--- src/rtl/truth_table_sweeper_pkg.sv ---
// Shared types and sizes for the truth-table sweeper.
package truth_table_sweeper_pkg;
  localparam int ROWS     = 8;
  localparam int ROW_W    = 3;
  localparam int CNT_W    = 4;
  localparam int SETTLE_W = 4;

  typedef enum logic [1:0] {
    IDLE   = 2'd0,
    RUN    = 2'd1,
    FINISH = 2'd2
  } state_e;
endpackage

--- src/rtl/truth_table_sweeper_settle_timer.sv ---
// Per-row settle countdown: load SETTLE, count down while enabled, flag zero.
module truth_table_sweeper_settle_timer
  import truth_table_sweeper_pkg::*;
#(
  parameter int SETTLE = 1
) (
  input  logic clk,
  input  logic reset,
  input  logic load,
  input  logic en,
  output logic zero
);
  logic [SETTLE_W-1:0] cnt;

  always_ff @(posedge clk or posedge reset) begin
    if (reset)                 cnt <= '0;
    else if (load)             cnt <= SETTLE_W'(SETTLE);
    else if (en && cnt != '0)  cnt <= cnt - 1'b1;
  end

  assign zero = (cnt == '0);
endmodule

--- src/rtl/truth_table_sweeper.sv ---
// Drives all eight {a,b,c} rows into an external function unit, samples s after
// a settle delay, and scores the measured table against a latched golden table.
module truth_table_sweeper
  import truth_table_sweeper_pkg::*;
#(
  parameter int SETTLE = 1
) (
  input  logic             clk,
  input  logic             reset,
  input  logic             start,
  input  logic [ROWS-1:0]  expected,
  output logic             a,
  output logic             b,
  output logic             c,
  input  logic             s,
  output logic [ROW_W-1:0] row,
  output logic             busy,
  output logic             done,
  output logic [ROWS-1:0]  table_out,
  output logic             pass,
  output logic [CNT_W-1:0] mismatch_cnt,
  output logic [ROW_W-1:0] first_bad
);
  state_e           state, state_nxt;
  logic [ROWS-1:0]  exp_q;
  logic             accept, sample, last_row, mis, tmr_zero, tmr_load;
  logic [CNT_W-1:0] cnt_nxt;

  assign accept   = (state == IDLE) && start;
  assign sample   = (state == RUN) && tmr_zero;
  assign last_row = (row == ROW_W'(ROWS-1));
  assign mis      = (s != exp_q[row]);
  assign cnt_nxt  = mismatch_cnt + CNT_W'(mis);
  assign tmr_load = accept || (sample && !last_row);

  // Function inputs are the registered row index itself.
  assign {a, b, c} = row;

  truth_table_sweeper_settle_timer #(.SETTLE(SETTLE)) u_timer (
    .clk   (clk),
    .reset (reset),
    .load  (tmr_load),
    .en    (state == RUN),
    .zero  (tmr_zero)
  );

  always_ff @(posedge clk or posedge reset) begin
    if (reset) state <= IDLE;
    else       state <= state_nxt;
  end

  always_comb begin
    state_nxt = state;
    case (state)
      IDLE:    if (start) state_nxt = RUN;
      RUN:     if (sample && last_row) state_nxt = FINISH;
      FINISH:  state_nxt = IDLE;
      default: state_nxt = IDLE;
    endcase
  end

  always_comb begin
    busy = 1'b0;
    done = 1'b0;
    case (state)
      RUN:     busy = 1'b1;
      FINISH:  done = 1'b1;
      default: ;
    endcase
  end

  always_ff @(posedge clk or posedge reset) begin
    if (reset) begin
      exp_q        <= '0;
      row          <= '0;
      table_out    <= '0;
      pass         <= 1'b0;
      mismatch_cnt <= '0;
      first_bad    <= '0;
    end else if (accept) begin
      exp_q        <= expected;
      row          <= '0;
      table_out    <= '0;
      pass         <= 1'b0;
      mismatch_cnt <= '0;
      first_bad    <= '0;
    end else if (sample) begin
      table_out[row] <= s;
      if (mis) begin
        mismatch_cnt <= cnt_nxt;
        if (mismatch_cnt == '0) first_bad <= row;
      end
      // pass is resolved on the final sample so it is valid alongside done.
      if (last_row) pass <= (cnt_nxt == '0);
      else          row  <= row + 1'b1;
    end else if (state == FINISH) begin
      row <= '0;
    end
  end
endmodule

--- config.mk ---
export PLATFORM = sky130hd
export DESIGN_NAME = truth_table_sweeper
export DESIGN_NICKNAME = d
export VERILOG_FILES = /design/src/rtl/truth_table_sweeper_pkg.sv /design/src/rtl/truth_table_sweeper_settle_timer.sv /design/src/rtl/truth_table_sweeper.sv
export SDC_FILE = /design/constraint.sdc
export NUM_CORES = 1
export LEC_CHECK = 0
export ABC_CLOCK_PERIOD_IN_PS = 2850
export BUFFER_PORTS_ARGS = -buffer_cell sky130_fd_sc_hd__buf_4
export CORE_UTILIZATION = 50
export CTS_CLUSTER_DIAMETER = 40
export DETAILED_ROUTE_END_ITERATION = 10
export PLACE_DENSITY = 0.74
export REMOVE_ABC_BUFFERS = 1
export SYNTH_ARGS = -nofsm -noshare
export SYNTH_HDL_FRONTEND = slang
export SYNTH_SLANG_ARGS = --single-unit
--- constraint.sdc ---
create_clock -name clk -period 2.85 [get_ports clk]
set_input_delay 0.1425 -clock clk [delete_from_list [all_inputs] [get_ports clk]]
set_output_delay 0.1425 -clock clk [all_outputs]
set_load 0.02 [all_outputs]
==> results.txt <==
The run finished with clean final reports. The standard cell core area was 3360 um^2. Synthesis inferred 33 register bits. The worst endpoint required time is 3.11 ns, and the number of stages on the worst hold path is 2. The wire-length estimate of the detail-placed layout is 2560 um. The number of setup violations in the final report was 0. Clock edge transition at the registers on the reported setup and hold paths: 0.10 ns. The synthesized area per cell was 11.5 um^2; the final weighted congestion of routability-driven global placement was 0.861.

Die footprint: 3760 um^2. The proportion of power drawn by combinational gates came out at 0.427. For the total of warnings raised by yosys, the log shows 0. The worst hold slack across all endpoints was 0.0250 ns; the number of detailed-routing iterations run before antenna repair was 4. The number of antenna diodes in the final layout is 0.

The vertical die dimension works out to 61.3 um. The worst setup path is captured at a flip-flop. The uppermost layer routed was met4. The maximum fanout along the worst path came out at 8.

For the number of DRC violations after detailed routing, the log shows 0. The tree is rooted in a sky130_fd_sc_hd__clkbuf_4. Number of cell instances on the worst register-to-register path: 9.

Clock skew on the completed layout was measured at 0.0103 ns. TritonCTS built the clock tree. The share of layout cells above drive strength 1 was 0.374.

Based on the critical path, the design can be clocked at up to 0.377 GHz. Nature of the critical path startpoint: a flip-flop. Yosys mapped the design onto 46 distinct sky130hd cell types. Clock share of power: 0.162.

The share of the clock period used by the worst path is 0.930, and the number of violations reported at the end of detailed-routing iteration 0 is 58. Summed over all nets, the switching power comes to 0.000622 W. The tools report the capture point of the worst reg-to-reg path as pass$_DFFE_PP0P_. For this block, wires on met1 add up to 1430 um. The tools report the detailed-routed wire length on met3 as 169 um.

Clock latency on the worst-skew pair, taken at its later pin, is 0.34 ns. The max-slew violation total from the final report was 0; the switching portion of total power was 0.372. The slew at the pin closest to its max-slew limit is 0.562 ns, and the number of flops mapped to enable cells by yosys is 0. The worst path needs 2.65 ns of the cycle, external delays included.

The via count of the first global-routing pass was 1250; the initial core utilization was 0.523. For this design the top-level I/O count stands at 36. In the layout the commonest cells are sky130_fd_sc_hd__buf_4, sky130_fd_sc_hd__dfrtp_1, sky130_fd_sc_hd__mux2i_1, sky130_fd_sc_hd__nor2_1, sky130_fd_sc_hd__mux2_2. Adding up every negative setup slack in the final design gives 0 ns. The part of the Yosys area used for sequential elements came out at 0.469. The tools report the startpoint of the worst register-to-register path as row[0]$_DFFE_PP0P_. The run gives 1740 um as the sum of met2 wire segment lengths after detailed routing. The detail route stage leaves a number of antenna-violating nets equal to 0.

The tools report the total number of vias as 1310. The tools report the standard-cell row count as 21. The horizontal die dimension was 61.3 um; the area added between synthesis and finish was 21.6%.

For the CTS buffer count, the log shows 5. The end of the critical path was pass$_DFFE_PP0P_. The tools report the launching element of the worst setup path as row[0]$_DFFE_PP0P_.

The type of the worst min-delay path is in2reg. The maximum number of pins on one net before global-route repair is 34, and the global routing usage summed across all routing layers is 0.213. The count of max-cap constraint violations was 0. Leaving out fill and tap cells, the most frequent cell in the layout is sky130_fd_sc_hd__buf_4. The port buffer count is 35, and the total count of hold-check failures in the final report is 0. The deepest clock path buffer count was 2. The most used flip-flop cell after synthesis is sky130_fd_sc_hd__dfrtp_1.

The leakage power was 1.08 nW. The setup slack on the worst flop-to-flop path is 0.20 ns, and the post-detailed-route wirelength per cell is 14.0 um. Synthesis handed over a netlist of 153 instances. The worst hold path begins at expected[5]. The net count of the finished layout is 213. The end-of-flow core utilization was 0.636.

The wire length of the first global-routing pass was 5690 um; the remaining global-route overflow was 0. Summing every instance area after synthesis gives 1760 um^2. The critical path class is reg2reg. Cell area power density: 782 nW/um^2. The share of flip-flops with an asynchronous set or reset after synthesis came out at 1.00. The number of antenna violations at the first check in global routing is 0, and the total routed wirelength is 3380 um.

For the worst slew margin relative to its limit, the log shows 0.623. The tools report the sequential group share of total power as 0.411. The tools report the total number of H-tree levels as 2. Data arrives at the worst endpoint at 2.91 ns. The clock net in this run drives a total of 33 sinks. The average vias per placed instance came out at 5.44.

Across the VDD grid, the largest voltage drop is 0.466 mV. The internal portion of the total power is 0.00105 W.
==> flip-flops by register name (all words and copies together) (netlist names) <==
name	flops
u_timer.cnt	4
state	2
row	3
table_out	8
exp_q	8
mismatch_cnt	4
pass	1
first_bad	3
==> Yosys cell counts, types with 2 or more instances <==
cell type,instances,share of area
sky130_fd_sc_hd__dfrtp_1,33,0.47
sky130_fd_sc_hd__mux2i_1,16,0.091
sky130_fd_sc_hd__nor2_1,15,0.032
sky130_fd_sc_hd__mux2_2,9,0.058
sky130_fd_sc_hd__inv_1,8,0.017
sky130_fd_sc_hd__ha_1,6,0.043
sky130_fd_sc_hd__nand2_1,6,0.013
sky130_fd_sc_hd__nand2b_1,4,0.014
sky130_fd_sc_hd__nand4_1,4,0.014
sky130_fd_sc_hd__nor4_1,4,0.014
sky130_fd_sc_hd__o21ai_0,4,0.011
sky130_fd_sc_hd__buf_4,3,0.013
sky130_fd_sc_hd__xnor2_1,3,0.015
sky130_fd_sc_hd__nand3_1,2,0.0057
sky130_fd_sc_hd__nand3b_1,2,0.0085
sky130_fd_sc_hd__nor3_4,2,0.018
sky130_fd_sc_hd__nor3b_1,2,0.0085
sky130_fd_sc_hd__xor2_1,2,0.010
==> worst min path at each step <==
stage | end
after floorplan | exp_q[0]$_DFFE_PP0P_
after global placement | mismatch_cnt[3]$_DFFE_PP0P_
after detailed placement | mismatch_cnt[3]$_DFFE_PP0P_
after CTS | exp_q[5]$_DFFE_PP0P_
after global routing | exp_q[7]$_DFFE_PP0P_
final | exp_q[5]$_DFFE_PP0P_
==> worst max-delay path, cell delays in order, from the launching register on <==
cell,delay (ns)
sky130_fd_sc_hd__dfrtp_2,0.49
sky130_fd_sc_hd__mux2i_1,0.15
sky130_fd_sc_hd__mux4_2,0.50
sky130_fd_sc_hd__xnor2_1,0.14
sky130_fd_sc_hd__ha_1,0.21
sky130_fd_sc_hd__ha_1,0.23
sky130_fd_sc_hd__nor3_1,0.19
sky130_fd_sc_hd__a31oi_1,0.06
sky130_fd_sc_hd__or4_1,0.42
sky130_fd_sc_hd__a21oi_1,0.18
==> layout make-up <==
cell class / count / area, um^2
fill: 282 / 1220
multi-input combinational: 103 / 836
sequential: 33 / 828
timing repair buffer: 43 / 325
tap: 46 / 57.6
clock buffer: 6 / 51.3
inverter: 9 / 33.8
clock inverter: 1 / 7.51
==> per-stage QoR <==
step	worst slack (ns)	area, um^2	instances	total power (W)
after floorplan	-0.0158	1700	145	0.00119
after global placement	0.302	2050	230	0.00136
final	0.200	2140	241	0.00167
after global routing	-0.00622	2140	241	0.00181
after CTS	0.0873	2110	238	0.00167
after detailed placement	0.135	2050	230	0.00140
==> power groups by stage <==
| stage | combinational (W) | clock [W] | sequential [W] |
|---|---|---|---|
| 3_5_place_dp | 0.000703 | 0 | 0.000696 |
| 6_report | 0.000714 | 0.000272 | 0.000687 |
| 3_3_place_gp | 0.000671 | 0 | 0.000692 |
| 2_1_floorplan | 0.000474 | 0 | 0.000716 |
| 5_1_grt | 0.000797 | 0.000307 | 0.000703 |
| 4_1_cts | 0.000706 | 0.000279 | 0.000687 |
==> per-layer routing <==
layer / global-route usage / up-vias
li1: - / 619
met4: 0.0779 / 0
met3: 0.0693 / 8
met5: 0 / -
met1: 0.263 / 655
met2: 0.348 / 28
==> cell families (layout without fill, tap and decap cells) <==
group,count (synthesis),in the layout,share of synthesized area
flip-flops,33,33,0.469
XOR/XNOR,5,5,0.0249
multiplexers,28,28,0.183
buffers and inverters,17,59,0.0555
AND/OR/NAND/NOR,53,53,0.186
adder cells (fa/ha/maj),6,6,0.0427
AO/OA/AOI/OAI,11,11,0.0391
==> repair_timing <==
| action | in CTS | in global routing |
|---|---|---|
| resized for setup | 0 | 2 |
| buffers inserted | 0 | 3 |
| hold buffers | 1 | 0 |
| endpoints found under the hold margin | 33 | 0 |
| endpoints found under the setup margin | 0 | 1 |
Power figures use the tool's default switching activity.
